`src/rtl/i2c_pkg.sv`:
```
// Shared types and constants for the I2C transaction sequencers.
package i2c_pkg;

   typedef enum logic [2:0] {
      S_IDLE,
      S_ADDR,
      S_WAIT_A,
      S_DATA,
      S_WAIT_D,
      S_STOP,
      S_RESP
   } state_t;

   localparam logic [1:0] ST_OK    = 2'b00;
   localparam logic [1:0] ST_ANACK = 2'b01;
   localparam logic [1:0] ST_DNACK = 2'b10;
   localparam logic [1:0] ST_TOUT  = 2'b11;

   localparam logic I2C_WR = 1'b0;

endpackage

```
`src/rtl/i2c_txn_arbiter_rr_arbiter.sv`:
```
// Combinational round-robin pick: first requesting index at or after ptr,
// wrapping modulo N. Returns one-hot, binary index and a valid flag.
module rr_arbiter
   import i2c_pkg::*;
#(
   parameter int unsigned N     = 4,
   parameter int unsigned IDX_W = 2
) (
   input  logic [N-1:0]     req,
   input  logic [IDX_W-1:0] ptr,
   output logic [N-1:0]     pick_oh,
   output logic [IDX_W-1:0] pick_idx,
   output logic             pick_vld
);

   int unsigned j;

   always_comb begin
      pick_oh  = '0;
      pick_idx = '0;
      pick_vld = 1'b0;
      j        = 0;
      for (int unsigned k = 0; k < N; k++) begin
         j = (32'(ptr) + k) % N;
         if (!pick_vld && req[j]) begin
            pick_vld   = 1'b1;
            pick_oh[j] = 1'b1;
            pick_idx   = IDX_W'(j);
         end
      end
   end

endmodule

```
`src/rtl/i2c_txn_arbiter.sv`:
```
// Round-robin arbiter and single-byte-write sequencer sharing one I2C byte
// engine between NUM_REQ requesters; reports per-requester completion status.
module i2c_txn_arbiter
   import i2c_pkg::*;
#(
   parameter int unsigned NUM_REQ = 4,
   parameter int unsigned TIMEOUT = 1024,
   parameter int unsigned CNT_W   = 11
) (
   input  logic                 clk,
   input  logic                 rst,
   input  logic [NUM_REQ-1:0]   req,
   input  logic [NUM_REQ*7-1:0] req_addr,
   input  logic [NUM_REQ*8-1:0] req_data,
   output logic [NUM_REQ-1:0]   gnt,
   output logic [NUM_REQ-1:0]   done,
   output logic [1:0]           status,
   output logic                 byte_go,
   output logic [7:0]           byte_out,
   output logic                 byte_first,
   output logic                 byte_last,
   output logic                 byte_stop,
   input  logic                 byte_busy,
   input  logic                 byte_done,
   input  logic                 byte_ack
);

   localparam int unsigned      IDX_W    = (NUM_REQ > 1) ? $clog2(NUM_REQ) : 1;
   localparam logic [CNT_W-1:0] CNT_LAST = CNT_W'(TIMEOUT - 1);

   state_t             state, state_d;
   logic [CNT_W-1:0]   cnt, cnt_d, cnt_inc;
   logic [IDX_W-1:0]   ptr, ptr_d, win, win_d;
   logic [6:0]         addr_q, addr_d, pick_addr;
   logic [7:0]         data_q, data_d, pick_data;
   logic [NUM_REQ-1:0] gnt_d, done_d, pick_oh;
   logic [IDX_W-1:0]   pick_idx;
   logic               pick_vld;
   logic [1:0]         status_d;
   logic               go_d, first_d, last_d, stop_d;
   logic [7:0]         out_d;

   rr_arbiter #(.N(NUM_REQ), .IDX_W(IDX_W)) u_rr (
      .req      (req),
      .ptr      (ptr),
      .pick_oh  (pick_oh),
      .pick_idx (pick_idx),
      .pick_vld (pick_vld)
   );

   always_comb begin
      pick_addr = '0;
      pick_data = '0;
      for (int unsigned i = 0; i < NUM_REQ; i++) begin
         if (pick_oh[i]) begin
            pick_addr = pick_addr | req_addr[i*7 +: 7];
            pick_data = pick_data | req_data[i*8 +: 8];
         end
      end
   end

   assign cnt_inc = cnt + 1'b1;

   // Outputs are computed alongside the next state so every port is a flop.
   always_comb begin
      state_d  = state;
      cnt_d    = cnt;
      ptr_d    = ptr;
      win_d    = win;
      addr_d   = addr_q;
      data_d   = data_q;
      gnt_d    = gnt;
      done_d   = '0;
      status_d = status;
      go_d     = 1'b0;
      out_d    = byte_out;
      first_d  = 1'b0;
      last_d   = 1'b0;
      stop_d   = 1'b0;
      unique case (state)
         S_IDLE: begin
            if (!byte_busy && pick_vld) begin
               state_d = S_ADDR;
               win_d   = pick_idx;
               addr_d  = pick_addr;
               data_d  = pick_data;
               gnt_d   = pick_oh;
               go_d    = 1'b1;
               out_d   = {pick_addr, I2C_WR};
               first_d = 1'b1;
            end
         end
         S_ADDR: begin
            state_d = S_WAIT_A;
            cnt_d   = '0;
         end
         S_WAIT_A: begin
            cnt_d = cnt_inc;
            if (byte_done) begin
               if (!byte_ack) begin
                  state_d = S_DATA;
                  go_d    = 1'b1;
                  out_d   = data_q;
                  last_d  = 1'b1;
               end else begin
                  state_d  = S_STOP;
                  status_d = ST_ANACK;
                  stop_d   = 1'b1;
               end
            end else if (cnt_inc == CNT_LAST) begin
               state_d  = S_STOP;
               status_d = ST_TOUT;
               stop_d   = 1'b1;
            end
         end
         S_DATA: begin
            state_d = S_WAIT_D;
            cnt_d   = '0;
         end
         S_WAIT_D: begin
            cnt_d = cnt_inc;
            if (byte_done) begin
               state_d  = S_STOP;
               status_d = byte_ack ? ST_DNACK : ST_OK;
            end else if (cnt_inc == CNT_LAST) begin
               state_d  = S_STOP;
               status_d = ST_TOUT;
               stop_d   = 1'b1;
            end
         end
         S_STOP: begin
            if (!byte_busy) begin
               state_d = S_RESP;
               done_d  = gnt;
            end
         end
         S_RESP: begin
            state_d = S_IDLE;
            gnt_d   = '0;
            ptr_d   = (win == IDX_W'(NUM_REQ - 1)) ? '0 : win + 1'b1;
         end
         default: state_d = S_IDLE;
      endcase
   end

   always_ff @(posedge clk or negedge rst) begin
      if (!rst) begin
         state      <= S_IDLE;
         cnt        <= '0;
         ptr        <= '0;
         win        <= '0;
         addr_q     <= '0;
         data_q     <= '0;
         gnt        <= '0;
         done       <= '0;
         status     <= '0;
         byte_go    <= 1'b0;
         byte_out   <= '0;
         byte_first <= 1'b0;
         byte_last  <= 1'b0;
         byte_stop  <= 1'b0;
      end else begin
         state      <= state_d;
         cnt        <= cnt_d;
         ptr        <= ptr_d;
         win        <= win_d;
         addr_q     <= addr_d;
         data_q     <= data_d;
         gnt        <= gnt_d;
         done       <= done_d;
         status     <= status_d;
         byte_go    <= go_d;
         byte_out   <= out_d;
         byte_first <= first_d;
         byte_last  <= last_d;
         byte_stop  <= stop_d;
      end
   end

endmodule

```
`config.mk`:
```
export PLATFORM = sky130hd
export DESIGN_NAME = i2c_txn_arbiter
export DESIGN_NICKNAME = d
export VERILOG_FILES = /design/src/rtl/i2c_pkg.sv /design/src/rtl/i2c_txn_arbiter_rr_arbiter.sv /design/src/rtl/i2c_txn_arbiter.sv
export SDC_FILE = /design/constraint.sdc
export NUM_CORES = 1
export LEC_CHECK = 0
export CORE_MARGIN = 3
export CORE_UTILIZATION = 52
export DETAILED_ROUTE_END_ITERATION = 10
export PLACE_DENSITY_LB_ADDON = 0.15
export SETUP_SLACK_MARGIN = 0.05
export SLEW_MARGIN = 20
export SYNTH_ARGS = -nofsm -noshare
export SYNTH_HDL_FRONTEND = slang
export SYNTH_SLANG_ARGS = --single-unit
```
`constraint.sdc`:
```
create_clock -name clk -period 9.8 [get_ports clk]
set_clock_uncertainty 0.2 [all_clocks]
set_input_delay 2.45 -clock clk [delete_from_list [all_inputs] [get_ports clk]]
set_output_delay 2.45 -clock clk [all_outputs]
set_load 0.02 [all_outputs]
```
== Yosys cells after proc, flatten, opt, wreduce, memory -nomap -nowiden ==
Cells that the tools add are included.

* Logic and storage cells: 142
* Bits in registers: 48
* Input bits: 69
* Output and inout port bits: 22

* Reductions and logical operators: 24
* Add/sub/neg operators: 5
* Order comparisons: 8
* Bitwise logic cells: 9
* Mux-type cells: 70
* Equality and inequality tests: 13

{| class="wikitable"
|+ Operator list
! kind !! number
|-
| $mux 8 || 7
|-
| $mux 4 || 7
|-
| $mux 7 || 4
|-
| $or 8x8->8 || 3
|-
| $pmux 11 s2 || 1
|-
| $mux 1 || 21
|-
| $or 7x7->7 || 3
|-
| $mux 2 || 10
|-
| $mux 3 || 6
|-
| $pmux 3 s6 || 1
|-
| $pmux 8 s2 || 1
|-
| $lt 2x3->1 const B || 4
|-
| $or 4x4->4 || 3
|-
| $add 11x1->11 const B || 1
|-
| $eq 11x10->1 const B || 1
|-
| $eq 3x3->1 const B || 3
|-
| $bmux 1 s2 || 4
|-
| $demux 1 s2 || 4
|-
| $ge 2x1->1 const B || 4
|-
| $logic_and 1x1->1 || 8
|-
| $ne 2x2->1 const B || 4
|-
| $pmux 4 s2 || 1
|-
| $reduce_and 2->1 || 4
|-
| $reduce_bool 2->1 || 4
|-
| 12 further kinds || 20
|}

== Longest topological paths before layout ==
Gate-level depths: netlist of the first run.

* Depth in word-level cells: 21
* Mapped depth: 14
* Depth with buffers taken out: 8

== Hierarchy ==
Synthesis of the first run repeated with hierarchy kept, for this count alone.

* Cell total of the unflattened synthesis: 339
* Area, all modules: 3179.3 um^2

{| class="wikitable"
|+ Modules (own cells, without submodules)
! module !! instances !! area an instance (um^2) !! cells each !! seq. area each (um^2)
|-
| i2c_txn_arbiter || 1 || 2760.1 || 294 || 1201.2
|-
| rr_arbiter || 1 || 419.2 || 45 || 0.0
|}

== Worst setup path before layout of the first run ==
OpenSTA, ideal clock, no wires.

* Kind: input port to flip-flop
* Start: input req[3]
* End: register data_q[3]
* Setup time: 0.130 ns
* Buffers on the path: 2
* Path slack: 5.353 ns
* Required time: 9.470 ns
* Data arrival time: 4.116 ns
* Cell stages on the path: 8
* Cells stage by stage: mux4_2 > buf_2 > a21oi_2 > a21oi_2 > a21o_2 > buf_6 > a222oi_1 > a21oi_1

* Longest elaborated chain between the ends: 19
* Elaborated cells on any way between the ends: 34
* Those cells by class: 20 x mux; 6 x bitwise; 8 x reduce/logical

{| class="wikitable"
|+ RTL lines
! element !! RTL line !! source
|-
| start: declaration || i2c_txn_arbiter.sv:12 || <nowiki>input logic [NUM_REQ-1:0] req,</nowiki>
|-
| $bmux 1 s2 || i2c_txn_arbiter_rr_arbiter.sv:25 || <nowiki>if (!pick_vld && req[j]) begin</nowiki>
|-
| $mux 1 (implied by the code) || i2c_txn_arbiter_rr_arbiter.sv:25 ||
|-
| $mux 1 || i2c_txn_arbiter_rr_arbiter.sv:25 ||
|-
| $logic_not 1->1 || i2c_txn_arbiter_rr_arbiter.sv:25 ||
|-
| $logic_and 1x1->1 || i2c_txn_arbiter_rr_arbiter.sv:25 ||
|-
| $mux 1 || i2c_txn_arbiter_rr_arbiter.sv:25 ||
|-
| $logic_not 1->1 || i2c_txn_arbiter_rr_arbiter.sv:25 ||
|-
| $logic_and 1x1->1 || i2c_txn_arbiter_rr_arbiter.sv:25 ||
|-
| (+3 left out) || -- ||
|-
| $mux 4 || i2c_txn_arbiter_rr_arbiter.sv:25 ||
|-
| $mux 8 || i2c_txn_arbiter.sv:55 || <nowiki>if (pick_oh[i]) begin</nowiki>
|-
| $or 8x8->8 || i2c_txn_arbiter.sv:57 || <nowiki>pick_data = pick_data | req_data[i*8 +: 8];</nowiki>
|-
| $mux 8 || i2c_txn_arbiter.sv:55 ||
|-
| $or 8x8->8 || i2c_txn_arbiter.sv:57 ||
|-
| $mux 8 || i2c_txn_arbiter.sv:55 ||
|-
| $or 8x8->8 || i2c_txn_arbiter.sv:57 ||
|-
| $mux 8 || i2c_txn_arbiter.sv:55 ||
|-
| end signal: assignment || i2c_txn_arbiter.sv:168 || <nowiki>data_q <= data_d;</nowiki>
|-
| end: declaration || i2c_txn_arbiter.sv:35 || <nowiki>logic [7:0] data_q, data_d, pick_data;</nowiki>
|}

Parallel ways exist; a longest one is shown, timed or not. The select of a mux whose other input is x is not followed.
A chain may end at the register's enable or synchronous reset.

== Worst setup path in the final report of the first run ==
* Start: input req[3]
* End: register data_q[2]

Same word-level chain as after synthesis.

==> metrics.txt, run 1 <==
drt total wl 8550 um; Num CTS Buffers 5; Syn Nets approximately 420; # nets final 497; Seq cells post-synth 48; DRC 0; design area between 4000 and 5000 um2; critical path's largest stage delay slightly below 700 ps; post-synthesis sequential area ratio 0.381; die height approximately 84 um; max_cap viols 0; clock latency on the worst-skew pair ~310 ps; Net Sw Frac 0.457; Synth Flop Type dfrtp_1; Slowest-stage cell, CP mux4_2; CP required ~10000 ps; P&R area growth vs syn 31.4%; Worst EP arrival ~5200 ps; CTS Buffer Depth 2; io pins 91; vias in the first global route about 2900; clock sink count 48; Worst Hold End ptr[0]; num rows 27; Post-synth EDFFs 0; crit path launch type input port; worst reg2reg path endpoint data_q[2]; CTS root buffer clkbuf_8; number of port buffers 90; Die X 83.9 um; Peak Freq 190 MHz; worst-case reg-to-reg path depth 8; Net Switching approximately 0.55 mW; max-slew violations 0; final hold vios 0; TritonCTS clock tree yes; Yosys Warn Count 0; Crit Path Class in -> reg; Async SR Flop Fraction 1.00; count of different cell masters after synthesis 61; post-layout min period 5250 ps; Post-CTS Setup Bufs 0; RSZ-0062 raised after global routing no; Logic pwr share 0.574; initial antenna violation count 0; Post-CTS Resized 0; P_int between 0.6 and 0.7 mW; Power Density a little under 300 nW/um2; Hold Crit Depth 1; slew margin rel. 0.360; largest net degree at the start of global routing between 40 and 50; largest vdd supply drop roughly 0.19 mV; peak fanout along the critical path 19; Worst-path clk slew around 90 ps; vias per cell slightly above 6; worst setup margin 4550 ps; DR pass1 iterations 7; area of placed instances about 4000 um2; leak pwr 1.64 nW; total global routing overflow 0; Routed Antenna Nets 0; status finished, final reports clean; TNS Setup 0 ps; Filler Cell Count roughly 450; Worst Path Buf+Inv 2; Hold Buf Count CTS 0; drt wl/cell between 15 and 20 um; Mapped Avg Cell Area 9.20 um2; Die ar. about 7000 um2; post-place setup slack ~4300 ps; sequential power share 0.282; CP Capture Type flip-flop; hold wc startpoint win[0]; GP Congestion between 0.8 and 0.9; Overall Power ~1.2 mW; CP top delay family simple AND/OR/NAND/NOR gates; Clock power frac 0.143; Initial Util 0.556; R2R setup slack about 5800 ps; core area 5680 um2; gr usage total 0.235; final core utilization 0.731; layout cells sized above 1 0.0789; Post-Synthesis Cells 343; global-route wire length before repair roughly 13000 um; final setup fails 0; Initial DRC Count ~220; Least-Margin Pin Slew between 900 and 1000 ps; Min-Delay Path Class reg -> reg; CP cell instances clkdlybuf4s50_1, mux4_2, nor4_2, or4_1, inv_2, nor2_1, a21oi_1; via count 3035; Antenna diodes 0; final period utilization 0.536; HPWL after DPL between 6000 and 7000 um; Synth Cell Area about 3200 um2; Critical R2R Launch ptr[0]; H-tree depth 2
cell type report:
| class | count | area (um2) | area share |
|---|---|---|---|
| sequential | 48 | 1200 | 0.290 |
| clock inverter | 3 | 68.8 | 0.0166 |
| inverter | 10 | 37.5 | 0.00905 |
| timing repair buffer | 91 | 903 | 0.218 |
| multi-input combinational | 261 | 1780 | 0.429 |
| clock buffer | 5 | 68.8 | 0.0166 |
| tap | 72 | 90.1 | 0.0217 |
placed cells by master, fill, tap and decap left out, types with 2 or more instances in the layout:
master | Yosys | final
a222oi_1 | 13 | 13
o41ai_1 | 4 | 4
and3_1 | 4 | 4
o22ai_1 | 3 | 3
a21oi_1 | 37 | 36
nor3_1 | 2 | 2
a31oi_1 | 6 | 6
o21ai_0 | 26 | 26
nor3b_1 | 3 | 3
nor2b_1 | 6 | 6
xnor2_1 | 2 | 2
a21o_1 | 2 | 2
nand2b_1 | 5 | 5
o31ai_1 | 5 | 5
a31o_2 | 3 | 3
inv_1 | 8 | 8
nand2_1 | 29 | 29
or3_1 | 6 | 6
and2_1 | 5 | 5
a32oi_1 | 2 | 2
mux4_2 | 4 | 4
o211ai_1 | 2 | 2
nor2_1 | 20 | 20
nor4_1 | 2 | 2
nand3_1 | 14 | 14
ha_1 | 11 | 11
dfrtp_1 | 48 | 48
clkbuf_8 | 0 | 5
mux2_2 | 3 | 3
a21o_2 | 2 | 2
a21oi_2 | 2 | 3
o21ai_2 | 2 | 2
clkdlybuf4s50_1 | 0 | 89
mux2i_1 | 4 | 4
o21ai_1 | 4 | 4
bufinv_16 | 0 | 2
nand3b_1 | 7 | 7
nand4b_1 | 2 | 2
worst register-to-register path: cells and delay by family (launching register included):
kind            cells  cell delay [ps]
buf+inv             2              580
compound gates      1               50
mux                 1              490
fa+ha+maj           1              530
simple gates        3             1160
flops               1              840
state kept, by name, summed over array words and instances (netlist names), 2 cells and up:
| signal | cells |
|---|---|
| win | 2 |
| data_q | 8 |
| cnt | 11 |
| done | 4 |
| gnt | 4 |
| status | 2 |
| byte_out | 8 |
| ptr | 2 |
| state | 3 |
through the flow:
stage,instances,hold WS [ps]
6_report,490,302
3_3_place_gp,482,279
5_1_grt,490,322
2_1_floorplan,343,246
4_1_cts,490,305
3_5_place_dp,482,297
metal layers:
metal,share of wire,track usage,routed length [um],vias to the layer above
li1,-,-,-,1447
met1,0.43,0.306,3690,1466
met2,0.50,0.399,4290,114
met3,0.056,0.0415,481,8
met4,0.010,0.0687,88,0
met5,0,0,0,-
power groups by stage:
stage	sequential, mW	clock (mW)	combinational [mW]
6_report	0.340	0.172	0.691
5_1_grt	0.352	0.182	0.755
4_1_cts	0.339	0.173	0.690
3_5_place_dp	0.342	0	0.685
3_3_place_gp	0.341	0	0.669
2_1_floorplan	0.343	0	0.507
worst max path at each step:
| stage | depth (start not counted) | slack (ps) | endpoint | startpoint |
|---|---|---|---|---|
| 2_1_floorplan | 8 | 5350 | data_q[3] | req[3] |
| 3_3_place_gp | 7 | 4380 | win[0] | req[3] |
| 3_5_place_dp | 7 | 4270 | data_q[5] | req[3] |
| 4_1_cts | 7 | 4580 | data_q[2] | req[3] |
| 5_1_grt | 7 | 4380 | data_q[2] | req[2] |
| 6_report | 7 | 4550 | data_q[2] | req[3] |
cell usage after synthesis, types with 3 or more instances:
cell type	count	area (um2)
buf_2	5	25.0
dfrtp_1	48	1200
nor2b_1	6	37.5
mux4_2	4	90.1
nand3_1	14	70.1
o22ai_1	3	18.8
mux2i_1	4	40.0
a222oi_1	13	130
buf_6	5	56.3
a31o_2	3	26.3
ha_1	11	138
nand2b_1	5	31.3
a21oi_1	37	185
nand3b_1	7	52.6
clkbuf_1	11	41.3
o21ai_0	26	130
nor3b_1	3	22.5
mux2_2	3	33.8
nand2_1	29	109
and3_1	4	25.0
nor2_1	20	75.1
o41ai_1	4	35.0
and2_1	5	31.3
a31oi_1	6	37.5
inv_1	8	30.0
o21ai_1	4	20.0
or3_1	6	37.5
o31ai_1	5	37.5
logic make-up (layout without fill, tap and decap cells):
logic type,Yosys count,after routing,synth area share
XOR/XNOR,2,2,0.00555
adder cells (fa/ha/maj),11,11,0.0436
AO/OA/AOI/OAI,127,127,0.274
buffers and inverters,34,109,0.0571
AND/OR/NAND/NOR,110,110,0.187
flip-flops,48,48,0.381
multiplexers,11,11,0.0519
Power figures use the tool's default switching activity.
==> run 2, diff against run 1 <==
--- a/config.mk
+++ b/config.mk
@@ -6,7 +6,7 @@
 export NUM_CORES = 1
 export LEC_CHECK = 0
 export CORE_MARGIN = 3
-export CORE_UTILIZATION = 52
+export CORE_UTILIZATION = 48
 export DETAILED_ROUTE_END_ITERATION = 10
 export PLACE_DENSITY_LB_ADDON = 0.15
 export SETUP_SLACK_MARGIN = 0.05
==> constraint.sdc (replaced) <==
create_clock -name clk -period 5.2 [get_ports clk]
set_clock_uncertainty 0.2 [all_clocks]
set_input_delay 1.3 -clock clk [delete_from_list [all_inputs] [get_ports clk]]
set_output_delay 1.3 -clock clk [all_outputs]
set_load 0.02 [all_outputs]
==> metrics.txt, run 2 (synthesized netlist as in run 1, its figures left out) <==
Die ar. 7580 um2 (+7.7%); CP cell instances clkdlybuf4s50_1, mux4_2, nor4_2, or4_1, inv_2, nor2_1, a21oi_1; via count 3012 (-0.76%); Die X 87.1 um (+3.8%); global-route wire length before repair 13800 um (+2.6%); Filler Cell Count 498 (+11%); CP required 5190 ps (-4580 ps); most flop-heavy register cnt; Crit Path Class in -> reg; number of port buffers 90 (unchanged); initial antenna violation count 0 (unchanged); Power Density 528 nW/um2 (+82%); peak fanout along the critical path 19 (unchanged); metal1 wirelength 3790 um (+2.6%); critical path's largest stage delay 690 ps (about the same); largest net degree at the start of global routing 49 (unchanged); Initial DRC Count 251 (+14%); DR pass1 iterations 5 (-2); clock latency on the worst-skew pair 310 ps (about the same); status finished, final reports clean; biggest regs cnt (11), byte_out (8), data_q (8); wire length on met2 3800 um (-11%); TritonCTS clock tree yes; Slowest-stage cell, CP mux4_2; Routed Antenna Nets 0 (unchanged); top sig layer met4; P&R area growth vs syn 30.0%; vias in the first global route 2919 (+0.31%); largest vdd supply drop 0.332 mV (+78%); GP Congestion 0.899 (+5.9%); HPWL after DPL 5960 um (-3.3%); Antenna diodes 0 (unchanged); num rows 28 (+3.7%); Peak Freq about 240 MHz; Least-Margin Pin Slew 955 ps (-4.96 ps); Hold Buf Count CTS 0 (unchanged); clock sink count 48 (unchanged); most common cell after layout, fill and taps aside clkdlybuf4s50_1; final period utilization 0.789; vias per cell 6.12 (-1.2%); io pins 91 (unchanged); TNS Setup 0 ps (unchanged); gr usage total 0.227 (-0.00847); Worst-path clk slew 100 ps (about the same); CP top delay family simple AND/OR/NAND/NOR gates; Post-CTS Setup Bufs 0 (unchanged); Worst Path Buf+Inv 2 (unchanged); CTS Buffer Depth 2 (unchanged); layout cells sized above 1 0.0767 (-0.00221); Initial Util 0.515 (-0.0413); DRC 0 (unchanged); max reg flops 11 (unchanged); total global routing overflow 0 (unchanged); RSZ-0062 raised after global routing no; Min-Delay Path Class reg -> reg; drt wl/cell 16.6 um (-4.6%); most frequent cells in the layout clkdlybuf4s50_1 (89), dfrtp_1 (48), a21oi_1 (36); max_cap viols 0 (unchanged); final hold vios 0 (unchanged); slew margin rel. 0.363 (+0.00331); met3 wire len 471 um (-2.1%); drt total wl 8180 um (-4.2%); CTS root buffer clkbuf_8; die height 87.1 um (+3.8%); Overall Power 2.17 mW (+80%); post-place setup slack 814 ps (-3450 ps); max-slew violations 0 (unchanged); worst setup margin 1100 ps (-3450 ps); Worst EP arrival 4090 ps (-1140 ps); Num CTS Buffers 5 (unchanged); core area 6130 um2 (+8.0%); final setup fails 0 (unchanged); post-layout min period just over 4000 ps; H-tree depth 2 (unchanged); Post-CTS Resized 0 (unchanged); crit path launch type input port; CP Capture Type flip-flop; leak pwr 1.61 nW (-2.0%); # nets final 496 (-0.20%)
==> run 2: changes by cell type in the layout (fill, tap and decap cells not counted), sizes merged <==
| cell | change |
|---|---|
| clkinv | +1 |
| bufinv | -2 |
| buf | -1 |
| clkinvlp | +2 |
| inv | -1 |
==> run 2: final cells by class <==
type                       count  area, um2  area share
multi-input combinational    261       1780       0.433
sequential                    48       1200       0.293
timing repair buffer          90        898       0.219
tap                           75       93.8      0.0229
clock buffer                   5       68.8      0.0168
inverter                      10       37.5     0.00915
clock inverter                 3       23.8     0.00580
==> run 2: worst reg2reg max path, delay by kind of cell (launching register included) <==
family | cells | cell delay, ps
buffers and inverters | 2 | 600
AOI/OAI and AO/OA | 1 | 60
and+or+nand+nor | 3 | 1180
muxes | 1 | 490
adders and majority gates | 1 | 530
DFF | 1 | 830
==> run 2: worst paths after layout <==
| check | start | end | slack, ps | cells after the start |
|---|---|---|---|---|
| min in group asynchronous | rst | done[3] | 790 | 1 |
| max reg2reg | ptr[0] | data_q[5] | 1200 | 8 |
| max | req[3] | data_q[5] | 1100 | 7 |
| max in group asynchronous | rst | byte_out[3] | 3590 | 1 |
| min | cnt[10] | cnt[10] | 300 | 1 |
| min reg2reg | cnt[10] | cnt[10] | 300 | 1 |
==> run 2: per-stage QoR <==
stage                     hold WS [ps]   util  instances  area, um2
after global placement             278  0.653        484       4010
after detailed placement           288  0.653        484       4010
after global routing               324  0.669        492       4100
after CTS                          301  0.669        492       4100
after floorplan                    246      -        343       3160
final                              302  0.669        492       4100
==> run 2: power breakdown <==
part	leakage, nW	internal [mW]	switching (mW)
sequential	0.599	0.500	0.138
combinational	0.973	0.538	0.756
clock	0.0404	0.0955	0.138
==> run 2: metal layers <==
metal | GRT usage | vias to the layer above
li1 | - | 1442
met1 | 0.321 | 1461
met2 | 0.349 | 97
met3 | 0.0482 | 12
met4 | 0.0637 | 0
met5 | 0 | -
==> edit (settings of run 2) <==
Set the parameter `NUM_REQ` to 2 (it was 4).
--- a/src/rtl/i2c_txn_arbiter.sv
+++ b/src/rtl/i2c_txn_arbiter.sv
@@ -3,7 +3,7 @@
 module i2c_txn_arbiter
    import i2c_pkg::*;
 #(
-   parameter int unsigned NUM_REQ = 4,
+   parameter int unsigned NUM_REQ = 2,
    parameter int unsigned TIMEOUT = 1024,
    parameter int unsigned CNT_W   = 11
 ) (
Ports: changed (5 resized); port bits go from 91 to 55. The function was not compared with the original's and may differ.
==> edit against run 2 <==
  * Sequential cell count shrank 6
  * Synthesized area shrank 28%
  * Setup slack gained 0.75 ns
  * Power shrank 39%
  * Via count shrank 33%
  * Wire length shrank 38%
  * Final area shrank 29%
  * Worst hold slack lost 0.037 ns
  * Highest routed layer unchanged
==> edit: results (changes against run 2) <==
| Metric | Value |
|---|---|
| Status | `finished clean` |
| Filler cells | `382 (-23%)` |
| Synth cell count leaders | `dfrtp_1, nand2_1, o21ai_0` |
| Largest net degree at the start of global routing | `43 (-12%)` |
| PwrDens | `451.7 mW/mm2 (-14%)` |
| Final Wtd Congestion | `0.7657 (-15%)` |
| Reg2reg setup slack | `2.75 ns (+1.55 ns)` |
| Hold_ws | `0.2647 ns (-0.03678 ns)` |
| Period utilization | `0.6456 (-0.1437)` |
| Synthesized net count | `288 (-32%)` |
| Maximum VDD drop | `255.3 uV (-23%)` |
| Total Routing Usage GR | `0.2000 (-0.02656)` |
| Hold depth | `1 (unchanged)` |
| Longest Clk Path Bufs | `2 (unchanged)` |
| Share of cells above drive strength 1 | `0.08784 (+0.01110)` |
| Reg-to-Reg Start | `state[1]$_DFFE_PN0P_` |
| Sequential share of the synthesized area | `0.4608 (+0.08013)` |
| TNS Setup | `0 ns (unchanged)` |
| Hold-critical path endpoint | `ptr$_DFFE_PN0P_` |
| DP Wirelength | `3.700 mm (-38%)` |
| Synth cell types | `46 (-25%)` |
| Post-cts resize count | `0 (unchanged)` |
| Clk_lat worst skew | `0.29 ns (-0.02 ns)` |
| Vias in the first global route | `1819 (-38%)` |
| Port bufs | `54 (-40%)` |
| Root Driver | `clkbuf_8` |
| Static leakage | `1.177 nW (-27%)` |
| Synth warnings | `0 (unchanged)` |
| Drt total wl | `5.111 mm (-38%)` |
| NetSw | `0.0005142 W (-50%)` |
| Hold path startpoint | `win$_DFFE_PN0P_` |
| R2R depth | `5 (-3)` |
| Fin util | `0.6518 (-0.01713)` |
| Slowest cell on crit path | `or4_1` |
| Dpl cells | `340 (-30%)` |
| Initial antenna violation count | `0 (unchanged)` |
| Worst Setup SP | `byte_busy` |
| Largest cells by area after synthesis | `dfrtp_1, o21ai_0, a22oi_1` |
| Post-DP Area | `0.002821 mm2 (-30%)` |
| Pre-CTS WS | `1.525 ns (+0.7110 ns)` |
| Via density | `5.764 (-5.8%)` |
| Ys flop type | `dfrtp_1` |
| Rel. slew slack | `0.3869 (+0.02361)` |
| Largest registers | `cnt (11), byte_out (8), data_q (8)` |
| Detailed Routing Iterations Pass 1 | `4 (-1)` |
| Iter 0 DRT Violations | `122 (-51%)` |
| Clock transition at the registers of the reported paths | `0.08 ns (-0.02 ns)` |
| Min-delay worst type | `reg2reg` |
| Setup crit end | `byte_out[7]$_DFFE_PN0P_` |
| P_seq | `0.000539 W (-16%)` |
| First-pass GRT wire length | `8.583 mm (-38%)` |
| Final nets | `334 (-33%)` |
| Comb pwr | `0.000563 W (-56%)` |
| Avg WL per Cell | `14.69 um (-12%)` |
| Gate Count Post-Synth | `249 (-27%)` |
## edit: cells by family after synthesis
group / Yosys count / share of synthesized area
multiplexers: 7 / 0.03456
AND/OR/NAND/NOR: 86 / 0.1947
flip-flops: 42 / 0.4608
adder cells (fa/ha/maj): 2 / 0.01097
AO/OA/AOI/OAI: 82 / 0.2342
buffers and inverters: 27 / 0.05321
XOR/XNOR: 3 / 0.01152
## edit: final cells by class
type	count	area, um2	area share
Sequential cell	42	1051	0.3604
Clock buffer	6	82.58	0.02831
Timing Repair Buffer	57	558.0	0.1913
Tap cell	52	65.06	0.02231
Inverter	9	33.78	0.01158
Clock inverter	2	12.51	0.004290
Multi-Input combinational cell	180	1114	0.3818
## edit: layer usage
metal,up-vias,part of all wire,track usage
met2,64,0.45,0.3017
met1,946,0.46,0.2822
met5,-,0,0
li1,989,-,-
met3,7,0.078,0.04940
met4,0,0.015,0.06719
